===== config.mk =====
export PLATFORM = sky130hd
export DESIGN_NAME = iob_clint_seq_flat
export DESIGN_NICKNAME = d
export VERILOG_FILES = /design/src/rtl/iob_clint_seq_if.sv /design/src/rtl/iob_clint_seq.sv /design/src/flat_wrapper.sv
export SDC_FILE = /design/constraint.sdc
export NUM_CORES = 1
export LEC_CHECK = 0
export BUFFER_PORTS_ARGS = -buffer_cell sky130_fd_sc_hd__buf_2
export CORE_MARGIN = 1.5
export CORE_UTILIZATION = 55
export DETAILED_ROUTE_END_ITERATION = 6
export PLACE_DENSITY = 0.78
export SKIP_LAST_GASP = 1
export SLEW_MARGIN = 40
export SYNTH_ARGS = -nofsm -noshare
export SYNTH_HDL_FRONTEND = slang
export SYNTH_SLANG_ARGS = --single-unit

===== constraint.sdc =====
create_clock -name clk -period 4.8 [get_ports clk]
set_clock_uncertainty 0.1 [all_clocks]
set_input_delay 0.72 -clock clk [delete_from_list [all_inputs] [get_ports clk]]
set_output_delay 0.72 -clock clk [all_outputs]
set_load 0.1 [all_outputs]

===== src/rtl/iob_clint_seq_if.sv =====
// Command/response handshake plus the CLINT native bus, bundled for iob_clint_seq.
// The "master" modport is the sequencer's view; "slave" is the requester/CLINT side.
interface iob_clint_seq_if #(
    parameter int ADDR_W = 16
) ();
    logic              cmd_valid;
    logic              cmd_ready;
    logic [1:0]        cmd_op;
    logic [3:0]        cmd_hart;
    logic [63:0]       cmd_data;
    logic              rsp_valid;
    logic [63:0]       rsp_data;
    logic              rsp_err;
    logic              valid;
    logic [ADDR_W-1:0] address;
    logic [31:0]       wdata;
    logic [3:0]        wstrb;
    logic [31:0]       rdata;
    logic              ready;

    modport master (
        input  cmd_valid, cmd_op, cmd_hart, cmd_data, rdata, ready,
        output cmd_ready, rsp_valid, rsp_data, rsp_err, valid, address, wdata, wstrb
    );

    modport slave (
        output cmd_valid, cmd_op, cmd_hart, cmd_data, rdata, ready,
        input  cmd_ready, rsp_valid, rsp_data, rsp_err, valid, address, wdata, wstrb
    );
endinterface


===== src/rtl/iob_clint_seq.sv =====
// Sequences CLINT register accesses: tear-free 64-bit mtime reads, glitch-free
// mtimecmp updates and MSIP set/clear, one command at a time.
module iob_clint_seq #(
    parameter int N_CORES   = 1,
    parameter int ADDR_W    = 16,
    parameter int MAX_RETRY = 3
) (
    input  logic          clk,
    input  logic          rst_n,
    iob_clint_seq_if.master bus
);
    localparam logic [3:0] IDLE      = 4'd0;
    localparam logic [3:0] RD_HI1    = 4'd1;
    localparam logic [3:0] RD_LO     = 4'd2;
    localparam logic [3:0] RD_HI2    = 4'd3;
    localparam logic [3:0] WR_LO_MAX = 4'd4;
    localparam logic [3:0] WR_HI     = 4'd5;
    localparam logic [3:0] WR_LO     = 4'd6;
    localparam logic [3:0] WR_MSIP   = 4'd7;
    localparam logic [3:0] RESP      = 4'd8;

    localparam logic [1:0] OP_READ_TIME = 2'd0;
    localparam logic [1:0] OP_WRITE_CMP = 2'd1;
    localparam logic [1:0] OP_SET_MSIP  = 2'd2;

    localparam int RW = (MAX_RETRY > 1) ? $clog2(MAX_RETRY) : 1;

    localparam logic [ADDR_W-1:0] MTIME_LO = ADDR_W'(16'hBFF8);
    localparam logic [ADDR_W-1:0] MTIME_HI = ADDR_W'(16'hBFFC);
    localparam logic [ADDR_W-1:0] CMP_BASE = ADDR_W'(16'h4000);

    logic [3:0]    state_reg, state_next;
    logic [1:0]    op_reg, op_next;
    logic [3:0]    hart_reg, hart_next;
    logic [63:0]   data_reg, data_next;
    logic [31:0]   hi1_reg, hi1_next;
    logic [31:0]   lo_reg, lo_next;
    logic [RW-1:0] retry_reg, retry_next;
    logic [63:0]   rsp_data_reg, rsp_data_next;
    logic          rsp_err_reg, rsp_err_next;

    // Hart presence table; READ_TIME targets the shared mtime so it is never rejected.
    logic [15:0] hart_exists;
    generate
        for (genvar gi = 0; gi < 16; gi++) begin : g_hart
            assign hart_exists[gi] = (gi < N_CORES);
        end
    endgenerate

    always_comb begin
        state_next    = state_reg;
        op_next       = op_reg;
        hart_next     = hart_reg;
        data_next     = data_reg;
        hi1_next      = hi1_reg;
        lo_next       = lo_reg;
        retry_next    = retry_reg;
        rsp_data_next = rsp_data_reg;
        rsp_err_next  = rsp_err_reg;
        case (state_reg)
            IDLE: begin
                if (bus.cmd_valid) begin
                    op_next    = bus.cmd_op;
                    hart_next  = bus.cmd_hart;
                    data_next  = bus.cmd_data;
                    retry_next = '0;
                    if (bus.cmd_op == OP_READ_TIME) begin
                        state_next = RD_HI1;
                    end else if (!hart_exists[bus.cmd_hart]) begin
                        state_next    = RESP;
                        rsp_data_next = '0;
                        rsp_err_next  = 1'b1;
                    end else if (bus.cmd_op == OP_WRITE_CMP) begin
                        state_next = WR_LO_MAX;
                    end else begin
                        state_next = WR_MSIP;
                    end
                end
            end
            RD_HI1: if (bus.ready) begin
                hi1_next   = bus.rdata;
                state_next = RD_LO;
            end
            RD_LO: if (bus.ready) begin
                lo_next    = bus.rdata;
                state_next = RD_HI2;
            end
            RD_HI2: if (bus.ready) begin
                if (bus.rdata == hi1_reg) begin
                    state_next    = RESP;
                    rsp_data_next = {bus.rdata, lo_reg};
                    rsp_err_next  = 1'b0;
                end else if (retry_reg == RW'(MAX_RETRY - 1)) begin
                    state_next    = RESP;
                    rsp_data_next = {bus.rdata, lo_reg};
                    rsp_err_next  = 1'b1;
                end else begin
                    // Carry is settling: the fresh high word becomes the reference.
                    retry_next = retry_reg + 1'b1;
                    hi1_next   = bus.rdata;
                    state_next = RD_LO;
                end
            end
            WR_LO_MAX: if (bus.ready) state_next = WR_HI;
            WR_HI:     if (bus.ready) state_next = WR_LO;
            WR_LO, WR_MSIP: if (bus.ready) begin
                state_next    = RESP;
                rsp_data_next = '0;
                rsp_err_next  = 1'b0;
            end
            RESP:    state_next = IDLE;
            default: state_next = IDLE;
        endcase
    end

    always_ff @(posedge clk or negedge rst_n) begin
        if (!rst_n) begin
            state_reg    <= IDLE;
            op_reg       <= '0;
            hart_reg     <= '0;
            data_reg     <= '0;
            hi1_reg      <= '0;
            lo_reg       <= '0;
            retry_reg    <= '0;
            rsp_data_reg <= '0;
            rsp_err_reg  <= 1'b0;
        end else begin
            state_reg    <= state_next;
            op_reg       <= op_next;
            hart_reg     <= hart_next;
            data_reg     <= data_next;
            hi1_reg      <= hi1_next;
            lo_reg       <= lo_next;
            retry_reg    <= retry_next;
            rsp_data_reg <= rsp_data_next;
            rsp_err_reg  <= rsp_err_next;
        end
    end

    // Bus outputs decode straight from registered state, so reset drops them at once.
    logic              valid_d;
    logic [ADDR_W-1:0] address_d;
    logic [ADDR_W-1:0] cmp_addr;
    logic [31:0]       wdata_d;
    logic [3:0]        wstrb_d;

    always_comb begin
        valid_d   = 1'b0;
        address_d = '0;
        wdata_d   = '0;
        wstrb_d   = '0;
        cmp_addr  = CMP_BASE + ADDR_W'({hart_reg, 3'b000});
        case (state_reg)
            RD_HI1, RD_HI2: begin
                valid_d   = 1'b1;
                address_d = MTIME_HI;
            end
            RD_LO: begin
                valid_d   = 1'b1;
                address_d = MTIME_LO;
            end
            WR_LO_MAX: begin
                valid_d   = 1'b1;
                address_d = cmp_addr;
                wdata_d   = 32'hFFFF_FFFF;
                wstrb_d   = 4'hF;
            end
            WR_HI: begin
                valid_d   = 1'b1;
                address_d = cmp_addr + ADDR_W'(4);
                wdata_d   = data_reg[63:32];
                wstrb_d   = 4'hF;
            end
            WR_LO: begin
                valid_d   = 1'b1;
                address_d = cmp_addr;
                wdata_d   = data_reg[31:0];
                wstrb_d   = 4'hF;
            end
            WR_MSIP: begin
                valid_d   = 1'b1;
                address_d = ADDR_W'({hart_reg, 2'b00});
                wdata_d   = {31'b0, op_reg == OP_SET_MSIP};
                wstrb_d   = 4'hF;
            end
            default: ;
        endcase
    end

    assign bus.valid     = valid_d;
    assign bus.address   = address_d;
    assign bus.wdata     = wdata_d;
    assign bus.wstrb     = wstrb_d;
    assign bus.cmd_ready = (state_reg == IDLE);
    assign bus.rsp_valid = (state_reg == RESP);
    assign bus.rsp_data  = rsp_data_reg;
    assign bus.rsp_err   = rsp_err_reg;
endmodule


===== src/flat_wrapper.sv =====
// flat-port wrapper written by rule: the top's interface ports become plain ports
module iob_clint_seq_flat 
#(
    parameter int N_CORES   = 1,
    parameter int ADDR_W    = 16,
    parameter int MAX_RETRY = 3
)
  (clk, rst_n, bus_cmd_valid, bus_cmd_op, bus_cmd_hart, bus_cmd_data, bus_rdata, bus_ready, bus_cmd_ready, bus_rsp_valid, bus_rsp_data, bus_rsp_err, bus_valid, bus_address, bus_wdata, bus_wstrb);
  iob_clint_seq_if #(.ADDR_W(ADDR_W)) bus_i ();
  input  logic clk;
  input  logic rst_n;
  input wire logic [$bits(bus_i.cmd_valid)-1:0] bus_cmd_valid;
  input wire logic [$bits(bus_i.cmd_op)-1:0] bus_cmd_op;
  input wire logic [$bits(bus_i.cmd_hart)-1:0] bus_cmd_hart;
  input wire logic [$bits(bus_i.cmd_data)-1:0] bus_cmd_data;
  input wire logic [$bits(bus_i.rdata)-1:0] bus_rdata;
  input wire logic [$bits(bus_i.ready)-1:0] bus_ready;
  output wire logic [$bits(bus_i.cmd_ready)-1:0] bus_cmd_ready;
  output wire logic [$bits(bus_i.rsp_valid)-1:0] bus_rsp_valid;
  output wire logic [$bits(bus_i.rsp_data)-1:0] bus_rsp_data;
  output wire logic [$bits(bus_i.rsp_err)-1:0] bus_rsp_err;
  output wire logic [$bits(bus_i.valid)-1:0] bus_valid;
  output wire logic [$bits(bus_i.address)-1:0] bus_address;
  output wire logic [$bits(bus_i.wdata)-1:0] bus_wdata;
  output wire logic [$bits(bus_i.wstrb)-1:0] bus_wstrb;
  assign bus_i.cmd_valid = bus_cmd_valid;
  assign bus_i.cmd_op = bus_cmd_op;
  assign bus_i.cmd_hart = bus_cmd_hart;
  assign bus_i.cmd_data = bus_cmd_data;
  assign bus_i.rdata = bus_rdata;
  assign bus_i.ready = bus_ready;
  assign bus_cmd_ready = bus_i.cmd_ready;
  assign bus_rsp_valid = bus_i.rsp_valid;
  assign bus_rsp_data = bus_i.rsp_data;
  assign bus_rsp_err = bus_i.rsp_err;
  assign bus_valid = bus_i.valid;
  assign bus_address = bus_i.address;
  assign bus_wdata = bus_i.wdata;
  assign bus_wstrb = bus_i.wstrb;
  iob_clint_seq #(.N_CORES(N_CORES), .ADDR_W(ADDR_W), .MAX_RETRY(MAX_RETRY)) u_core (.clk(clk), .rst_n(rst_n), .bus(bus_i));
endmodule

Word-level counts from Yosys, hierarchy flattened. Memories as Yosys holds them, arrays and structs flattened. Cells that the tools add are included.

Flip-flop bits (word level): 205. Bits in latches: 0. Memory bits (writable): 0. Bits in read-only memories: 16. Input bits: 106. Output and inout port bits: 120. Word-level logic and storage cells: 98. Memories: 1.

$add $sub $neg: 3. Multipliers: 0. Divide/modulo/power cells: 0. $lt $le $gt $ge: 1. Equality and inequality tests: 24. Shifts and indexed selects: 0. Mux-type cells: 44. Bitwise logic cells: 0. Reductions and logical operators: 16.

Memories: (name not given) (words 16, bits a word 1, rd ports 1, clocked after Yosys merged registers in 0, write ports 0, RTL line iob_clint_seq.sv:69) `end else if (!hart_exists[bus.cmd_hart]) begin`.

Operators by type and width (number): 64-bit two-way mux (7); 64-bit one-hot mux with 3 select lines (1); 32-bit two-way mux (4); 32-bit one-hot mux with 4 select lines (1); 16-bit one-hot mux with 5 select lines (1); 32-bit one-hot mux with 2 select lines (1); 4-bit two-way mux (12); 32-bit == test (1); 4-bit one-hot mux with 7 select lines (1); 2-bit != test (second input constant) (11); 15-bit by 7-bit adder with 16-bit output (first input constant) (1); 16-bit by 3-bit adder with 16-bit output (second input constant) (1); 4-bit by 3-bit == test with 1-bit output (second input constant) (4); 7-bit AND reduction (2); 2-bit two-way mux (5); 5-bit AND reduction (2); 1-bit two-way mux (9); 4-bit by 2-bit == test with 1-bit output (second input constant) (2); 7-bit OR reduction (1); 2-bit OR reduction (3); 4-bit by 5-bit < comparator with 1-bit output (second input constant) (1); 2-bit == test (second input constant) (2); 4-bit by 1-bit == test with 1-bit output (second input constant) (1); 4-bit == test (second input constant) (1); other kinds (11) (13).

Depth between registers and ports, before layout. Gate-level depths: netlist of run 1.

Depth after elaboration: 6. Mapped depth: 8. Mapped depth without buffers: 5.

Worst setup path before layout of run 1. Ideal clock, no wire load.

Kind: reg-to-output. Start point: register u_core.state_reg[0]. End point: output bus_address[6]. Data arrival time: 3.990 ns. Required time: 3.980 ns. Slack: -0.010 ns. Stages on the path, launching flop included: 6. Buffers on the path: 2. Cells stage by stage: dfrtp_1 > buf_6 > clkbuf_1 > nor2_1 > nor3_1 > a21o_1.

Longest elaborated chain between the ends: 3. Elaborated cells between the ends (all ways): 10. Classes of those cells: eq/ne: 7; mux: 1; reduce/logical: 2.

Ends and longest elaborated chain: start, declared (RTL line iob_clint_seq.sv:32) `logic [3:0] state_reg, state_next;`; start signal, assigned (RTL line iob_clint_seq.sv:128) `state_reg <= state_next;`; 4-bit by 3-bit == test with 1-bit output, or another cell as far along (RTL line iob_clint_seq.sv:153) `case (state_reg)`; 2-bit OR reduction (on tied branches); 16-bit one-hot mux with 5 select lines (*) (RTL line iob_clint_seq.sv:153); end, declared (RTL line flat_wrapper.sv:23) `output wire logic [$bits(bus_i.address)-1:0] bus_address;`.

Every way passes the cells marked *; elsewhere a longest branch is shown, timed or not.

Final worst setup path of run 1.
Start point: register u_core.state_reg[2]. End point: output bus_wdata[0].

Longest elaborated chain between the ends: 2. Elaborated cells between the ends (all ways): 5. Classes of those cells: eq/ne: 4; mux: 1.

Ends and longest elaborated chain: 4-bit by 3-bit == test with 1-bit output (RTL line iob_clint_seq.sv:153); 32-bit one-hot mux with 4 select lines (*) (RTL line iob_clint_seq.sv:153); end, declared (RTL line flat_wrapper.sv:24) `output wire logic [$bits(bus_i.wdata)-1:0] bus_wdata;`.

Marks and branches as above.

==> flow_summary.ini, run 1 <==
[sta]
timing.final.max_slew_violations = 0
max_clock_freq_mhz = 300
max-slew-margin-rel = 0.352
timing.final.ws_setup_ps = 1470
fin_tns_setup_ps = 0
final_hold_viol_count = 0
finalSetupViolations = 0
rsz_0062_raised_after_global_routing = no
fin_crit_sh = 0.695
tightestPinTransition_ps = 972
post-route-min-period_ps = 3330

[worst_hold_path]
min_path_type = input port to async pin

[drt]
drt_first_iter_violations = 1141
drtAntennaViolNets = 0
drc_errors = 0
wire_per_inst_microns = 20.6
totalWireLength_mm = 35.0
drt_pass1_iterations = 5
num_vias = 11200
vias_per_cell = 6.59

[grt]
grt_start_max_net_pins = 194
first_global_vias = 10700
wire_length_of_the_first_global_routing_pass_mm = 57.1
gr-max-usage-layer = met2
groute.layer.met2.usage = 0.459
global_route.usage.total = 0.293
grt.met3_usage = 0.0566
antenna_found_initial = 2
globalRoute.totalOverflow = 0
grt_util_met1 = 0.413

[clock_network]
cts_resized = 0
clk_pin_slew_worst_paths_ps = 60
cts.repair_timing.setup_buffer_count = 0
cts.path.max_buffers = 3
worst_skew_pair.late_latency_ps = 520
tritoncts.num_buffers = 23
tritoncts = built
hold_buffers = 0
htreeDepth = 1
clock-root-buffer = sky130_fd_sc_hd__clkbuf_16
numClockSinks = 205

[setup_path]
worstPathArrival_ps = 2510
reg2reg_slack_ps = 1600
cp_max_fo = 33
depth_of_the_worst_register_to_register_path = 6
path_delay_family = buffers and inverters
worstReg2RegEnd = u_core.bus.rsp_data[41]$_DFFE_PN0P_
crit_path_end_kind = output port
timing.critical_path.from = u_core.state_reg[2]$_DFFE_PN0P_
crit-reg2reg-launch = u_core.state_reg[2]$_DFFE_PN0P_
setup.worst_path.start_class = flip-flop
critical_path_class = flip-flop to output port
critical_path.cell_chain = nand2b_1, buf_4, inv_1, o311a_1, buf_2
worstPathBufferInverterCount = 3
timing.critical_path.slowest_stage_cell = sky130_fd_sc_hd__dfrtp_1
crit_path_max_incr_delay_ps = 840
critical_path_required_ps = 3980

[floorplan]
floorplan.rows = 54
dieWidth_microns = 153
start_util = 0.562
design.die.area_sq_um = 23300
i_o_pins = 226
fp.coreArea_sq_um = 21900
die_h_microns = 153

[pwr]
largest_voltage_drop_on_the_vdd_net_uv = 681
power_leakage_uw = 0.00628
powerDensity_nw_per_um2 = 556
report.power.total_uw = 7810

[placement]
finalWeightedCongestion = 0.762
numPlacedInstances = 1658
port_buffers = 223
post_place_setup_slack_ps = 1570
hpwl_mm = 20.0

[job]
cap_violations = 0

[synthesis]
synthMostInstantiatedCell = sky130_fd_sc_hd__dfrtp_1
synth_top_flop_cell = sky130_fd_sc_hd__dfrtp_1
netlist_top_cells_area = sky130_fd_sc_hd__dfrtp_1 (42%), sky130_fd_sc_hd__mux2_2 (8.2%), sky130_fd_sc_hd__nor3b_1 (5.9%)
cell_count_after_synthesis = 1294
async_flop_share = 1.00
synth_sequential_area_ratio = 0.417
ys_types = 51
yosys.area.top_type_share = 0.417
yosysWarnings = 0
synth_common_cells = sky130_fd_sc_hd__dfrtp_1 (205), sky130_fd_sc_hd__nand3_1 (97), sky130_fd_sc_hd__and3_1 (96), sky130_fd_sc_hd__nor3b_1 (96), sky130_fd_sc_hd__mux2_2 (90)
synth_area_sq_um = 12300
synth_area_per_cell_sq_um = 9.51
number_of_enable_type_register_cells_in_the_synthesized_netlist = 0
postSynthRegisterBits = 205
synthDominantAreaCellType = sky130_fd_sc_hd__dfrtp_1

[final_layout]
layout-area-overhead-vs-synth_pct = 14.1
footprint_of_the_multi_input_gates_sq_um = 6290
filler_cell_count = 1794
share_of_final_layout_standard_cells_stronger_than_drive_strength_1 = 0.276
design.final.nets = 1511
final-instance-count-excl-fill = 1700
utilization_after_layout = 0.641
regArea_sq_um = 5130

[outcome]
outcome = complete, no violations
metal layers:
layer | vias to the layer above | part of all wire
li1 | 5075 | -
met1 | 5551 | 0.42
met2 | 510 | 0.47
met3 | 65 | 0.080
met4 | 2 | 0.026
met5 | - | 0.00046
logic make-up after synthesis:
group / Yosys count / synth area share
AOI/OAI and AO/OA: 345 / 0.188
adders and majority gates: 1 / 0.00102
muxes: 104 / 0.0950
DFF: 205 / 0.417
and+or+nand+nor: 406 / 0.199
xor gates and xnor gates: 32 / 0.0228
other: 1 / 0.000305
buffers and inverters: 200 / 0.0771
per-stage QoR:
step                      hold WS [ps]  area, sq um
after floorplan                    324        12300
after global placement             366        13200
after detailed placement           394        13200
after CTS                          133        14000
after global routing               140        14000
final                              104        14000
placed cells by master, fill, tap and decap left out, drive strengths merged, types with 11 or more instances in the layout:
master | netlist | routed
and3 | 96 | 96
inv | 36 | 37
mux2 | 102 | 102
dfrtp | 205 | 205
nor4 | 11 | 11
xor2 | 32 | 32
o211ai | 64 | 64
buf | 90 | 247
nor2 | 41 | 41
nand2 | 13 | 13
nand3 | 97 | 97
clkbuf | 74 | 36
nand4 | 34 | 34
a41oi | 64 | 64
a21oi | 69 | 69
nor3b | 96 | 96
o21ai | 99 | 99
a221oi | 33 | 33
power by group:
| group | switching, uW | internal, uW | total (uW) |
|---|---|---|---|
| clock network | 727 | 1080 | 1810 |
| registers | 487 | 2330 | 2820 |
| logic | 2170 | 1010 | 3190 |
| total | 3390 | 4420 | 7810 |
worst reg2reg max path: cells and delay by family, from the launching register on:
family	cells	cell delay, ps
buf+inv	1	510
flops	1	650
simple gates	3	1420
compound gates	2	370
cell type report:
cell class | instances | share of cell area
antenna | 1 | 0.000178
timing repair buffer | 248 | 0.0970
clock buffer | 35 | 0.0513
inverter | 36 | 0.00962
clock inverter | 5 | 0.00383
multi-input combinational | 890 | 0.448
tap | 280 | 0.0250
sequential | 205 | 0.365
worst max-delay path by stage:
stage	endpoint	slack (ps)	cells past startpoint
2_1_floorplan	bus_address[3]	620	5
3_3_place_gp	u_core.bus.rsp_data[53]$_DFFE_PN0P_	1390	7
3_5_place_dp	u_core.bus.rsp_data[41]$_DFFE_PN0P_	1570	7
4_1_cts	bus_wdata[0]	1460	5
5_1_grt	bus_wdata[0]	1320	5
6_report	bus_wdata[0]	1470	5
No activity file was read; power rests on OpenSTA's default activity.
==> run 2: changes to the inputs <==
--- a/config.mk
+++ b/config.mk
@@ -5,11 +5,12 @@
 export SDC_FILE = /design/constraint.sdc
 export NUM_CORES = 1
 export LEC_CHECK = 0
+export ABC_AREA = 1
 export BUFFER_PORTS_ARGS = -buffer_cell sky130_fd_sc_hd__buf_2
 export CORE_MARGIN = 1.5
-export CORE_UTILIZATION = 55
+export CORE_UTILIZATION = 49
 export DETAILED_ROUTE_END_ITERATION = 6
-export PLACE_DENSITY = 0.78
+export PLACE_DENSITY = 0.76
 export SKIP_LAST_GASP = 1
 export SLEW_MARGIN = 40
 export SYNTH_ARGS = -nofsm -noshare
==> constraint.sdc (replaced) <==
create_clock -name clk -period 2.9 [get_ports clk]
set_clock_uncertainty 0.1 [all_clocks]
set_input_delay 0.435 -clock clk [delete_from_list [all_inputs] [get_ports clk]]
set_output_delay 0.435 -clock clk [all_outputs]
set_load 0.1 [all_outputs]
==> flow_summary.ini, run 2 <==
[drt]
vias_per_cell = 5.17
num_vias = 8043
drt_pass1_iterations = 6
totalWireLength_mm = 24.9
drt_first_iter_violations = 666
wire_per_inst_microns = 16.0
drtAntennaViolNets = 0
drc_errors = 0

[final_layout]
utilization_after_layout = 0.626
filler_cell_count = 1630
layout.cells.most_common_list = sky130_fd_sc_hd__nand2_1 (394), sky130_fd_sc_hd__dfrtp_1 (205), sky130_fd_sc_hd__buf_2 (190)
design.final.nets = 1380
share_of_final_layout_standard_cells_stronger_than_drive_strength_1 = 0.289
layout.cells.most_common = sky130_fd_sc_hd__nand2_1
layout-area-overhead-vs-synth_pct = 26.0

[clock_network]
tritoncts = built
cts.repair_timing.setup_buffer_count = 0
htreeDepth = 1
clk_pin_slew_worst_paths_ps = 60
cts.path.max_buffers = 3
clock-root-buffer = sky130_fd_sc_hd__clkbuf_16
numClockSinks = 205
tritoncts.num_buffers = 23
worst_skew_pair.late_latency_ps = 500

[synthesis]
post_synth_fa_ha_maj_area_fraction = 0.00130
synthMostInstantiatedCell = sky130_fd_sc_hd__nand2_1
synth_top_family_by_area = simple AND/OR/NAND/NOR gates
synth_area_sq_um = 9600
synth_common_cells = sky130_fd_sc_hd__nand2_1 (397), sky130_fd_sc_hd__dfrtp_1 (205), sky130_fd_sc_hd__mux2_2 (66), sky130_fd_sc_hd__nand3_1 (66), sky130_fd_sc_hd__nor2_1 (57)
postSynthRegisterBits = 205
synth-xor-area-share = 0.0228
netlist_top_cells_area = sky130_fd_sc_hd__dfrtp_1 (53%), sky130_fd_sc_hd__nand2_1 (16%), sky130_fd_sc_hd__mux2_2 (7.7%)
number_of_enable_type_register_cells_in_the_synthesized_netlist = 0
synth_sequential_area_ratio = 0.534
synth_simple_gate_area_share = 0.270
synth_compound_gate_area_share = 0.0281
synth_top_flop_cell = sky130_fd_sc_hd__dfrtp_1
ys_types = 30
synth_area_per_cell_sq_um = 8.88
yosysWarnings = 0
yosys.area.top_type_share = 0.534
async_flop_share = 1.00
cell_count_after_synthesis = 1082
yosys-mux-area-fraction = 0.0774
synthDominantAreaCellType = sky130_fd_sc_hd__dfrtp_1

[setup_path]
setup.worst_path.start_class = flip-flop
cp_max_fo = 7
worstPathArrival_ps = 2220
crit_path_max_incr_delay_ps = 530
critical_path_class = flip-flop to output port
crit_path_end_kind = output port
timing.critical_path.slowest_stage_cell = sky130_fd_sc_hd__dfrtp_1
critical_path_required_ps = 2370
critical_path.cell_chain = nand2_1, nor2_1, a221o_2, buf_2

[floorplan]
dieWidth_microns = 143
design.die.area_sq_um = 20400
i_o_pins = 226
die_h_microns = 143
fp.coreArea_sq_um = 19300
start_util = 0.497
floorplan.rows = 51

[sta]
post-route-min-period_ps = 2760
max_clock_freq_mhz = 363
hold-worst-slack_ps = 74.4
max-slew-margin-rel = 0.550
rsz_0062_raised_after_global_routing = no
finalSetupViolations = 0
final_hold_viol_count = 0
tightestPinTransition_ps = 674
timing.final.max_slew_violations = 0
fin_crit_sh = 0.950

[grt]
first_global_vias = 7490
grt_start_max_net_pins = 78
antenna_found_initial = 3
global_route.usage.total = 0.243
globalRoute.totalOverflow = 0
wire_length_of_the_first_global_routing_pass_mm = 39.1

[pwr]
power.switching_uw = 7940
p_comb_frac = 0.515
pwr-share-seq = 0.309
pwr-share-clk = 0.176
report.power.total_uw = 15600
largest_voltage_drop_on_the_vdd_net_uv = 1530
internal_power_uw = 7660
power_leakage_uw = 0.00637
powerDensity_nw_per_um2 = 1290
power.switching_fraction = 0.509

[placement]
finalWeightedCongestion = 0.881
hpwl_mm = 17.5
port_buffers = 223

[worst_hold_path]
min_path_type = input port to flip-flop

[outcome]
outcome = complete, no violations

[job]
cap_violations = 0
==> run 2: changes by cell type in the layout (fill, tap and decap cells not counted), sizes merged, moves of 25 or more <==
cell,previous run,this run
xor2,32,0
nand3b,1,33
o211ai,64,0
a221oi,33,0
nor3b,96,1
and3,96,0
a21oi,69,4
nand2,13,399
mux2,102,66
o21ai,99,39
a41oi,64,0
xnor2,0,25
nand3,97,68
==> run 2: final cells by class <==
cell class,count,area (sq um),share of cell area
diodes,3,7.51,0.000620
clock buffers,37,658,0.0544
clock inverters,4,48.8,0.00403
inverters,59,221,0.0183
multi-input cells,743,3890,0.322
flip-flops and latches,205,5130,0.424
well taps,265,332,0.0274
repair buffers,241,1810,0.150
==> run 2: power by group through the flow <==
stage,clock network [uW],logic [uW],registers [uW]
3_5_place_dp,0,8040,4840
2_1_floorplan,0,4630,6660
4_1_cts,2800,8070,4800
3_3_place_gp,0,7920,4790
5_1_grt,2920,8480,4950
6_report,2750,8030,4810
==> run 2: worst paths after layout <==
check	to	from	cells past startpoint	slack (ps)
worst min-delay path	u_core.data_reg[1]$_DFFE_PN0P_	bus_cmd_data[1]	2	70
min in group asynchronous	u_core.data_reg[60]$_DFFE_PN0P_	rst_n	2	400
worst min register to register	u_core.bus.rsp_data[40]$_DFFE_PN0P_	u_core.bus.rsp_data[40]$_DFFE_PN0P_	2	360
max in group asynchronous	u_core.lo_reg[13]$_DFFE_PN0P_	rst_n	3	1510
worst max register to register	u_core.hi1_reg[27]$_DFFE_PN0P_	u_core.state_reg[2]$_DFFE_PN0P_	8	500
worst max-delay path	bus_address[4]	u_core.state_reg[1]$_DFFE_PN0P_	4	140
==> run 2: critical path: cells and delay by family, from the launching register on <==
kind | cells | cell delay, ps
simple gates | 2 | 530
buf+inv | 1 | 420
compound gates | 1 | 250
flops | 1 | 530
==> run 2: per-stage QoR <==
stage	TNS (ps)	cells	instance area (sq um)	setup slack, ps
floorplan	-2540	1083	9630	-84.6
global placement	0	1512	11400	544
detailed placement	0	1512	11400	528
CTS	0	1554	12100	71.9
global route	0	1557	12100	45.2
finish	0	1557	12100	144
==> run 2: logic make-up (layout without fill, tap and decap cells) <==
| kind of cell | Yosys count | in the layout |
|---|---|---|
| AND/OR/NAND/NOR | 601 | 601 |
| buffers and inverters | 135 | 341 |
| multiplexers | 66 | 66 |
| flip-flops | 205 | 205 |
| adder cells (fa/ha/maj) | 1 | 1 |
| XOR/XNOR | 25 | 25 |
| other | 1 | 5 |
| AO/OA/AOI/OAI | 48 | 48 |
==> run 2: timing repair <==
item | CTS | global route
endpoints found under the hold margin | 63 | 0
hold buffers | 1 | 0
setup endpoints to repair | 0 | 20
gates resized for setup | 0 | 2
==> run 2: metal layers <==
layer | part of all wire | wire length (microns) | GRT usage | up-vias
met5 | 0 | 0 | 0 | -
met4 | 0.036 | 900 | 0.108 | 0
met3 | 0.065 | 1630 | 0.0369 | 62
met2 | 0.46 | 11500 | 0.365 | 339
met1 | 0.44 | 10900 | 0.350 | 3794
li1 | - | - | - | 3848
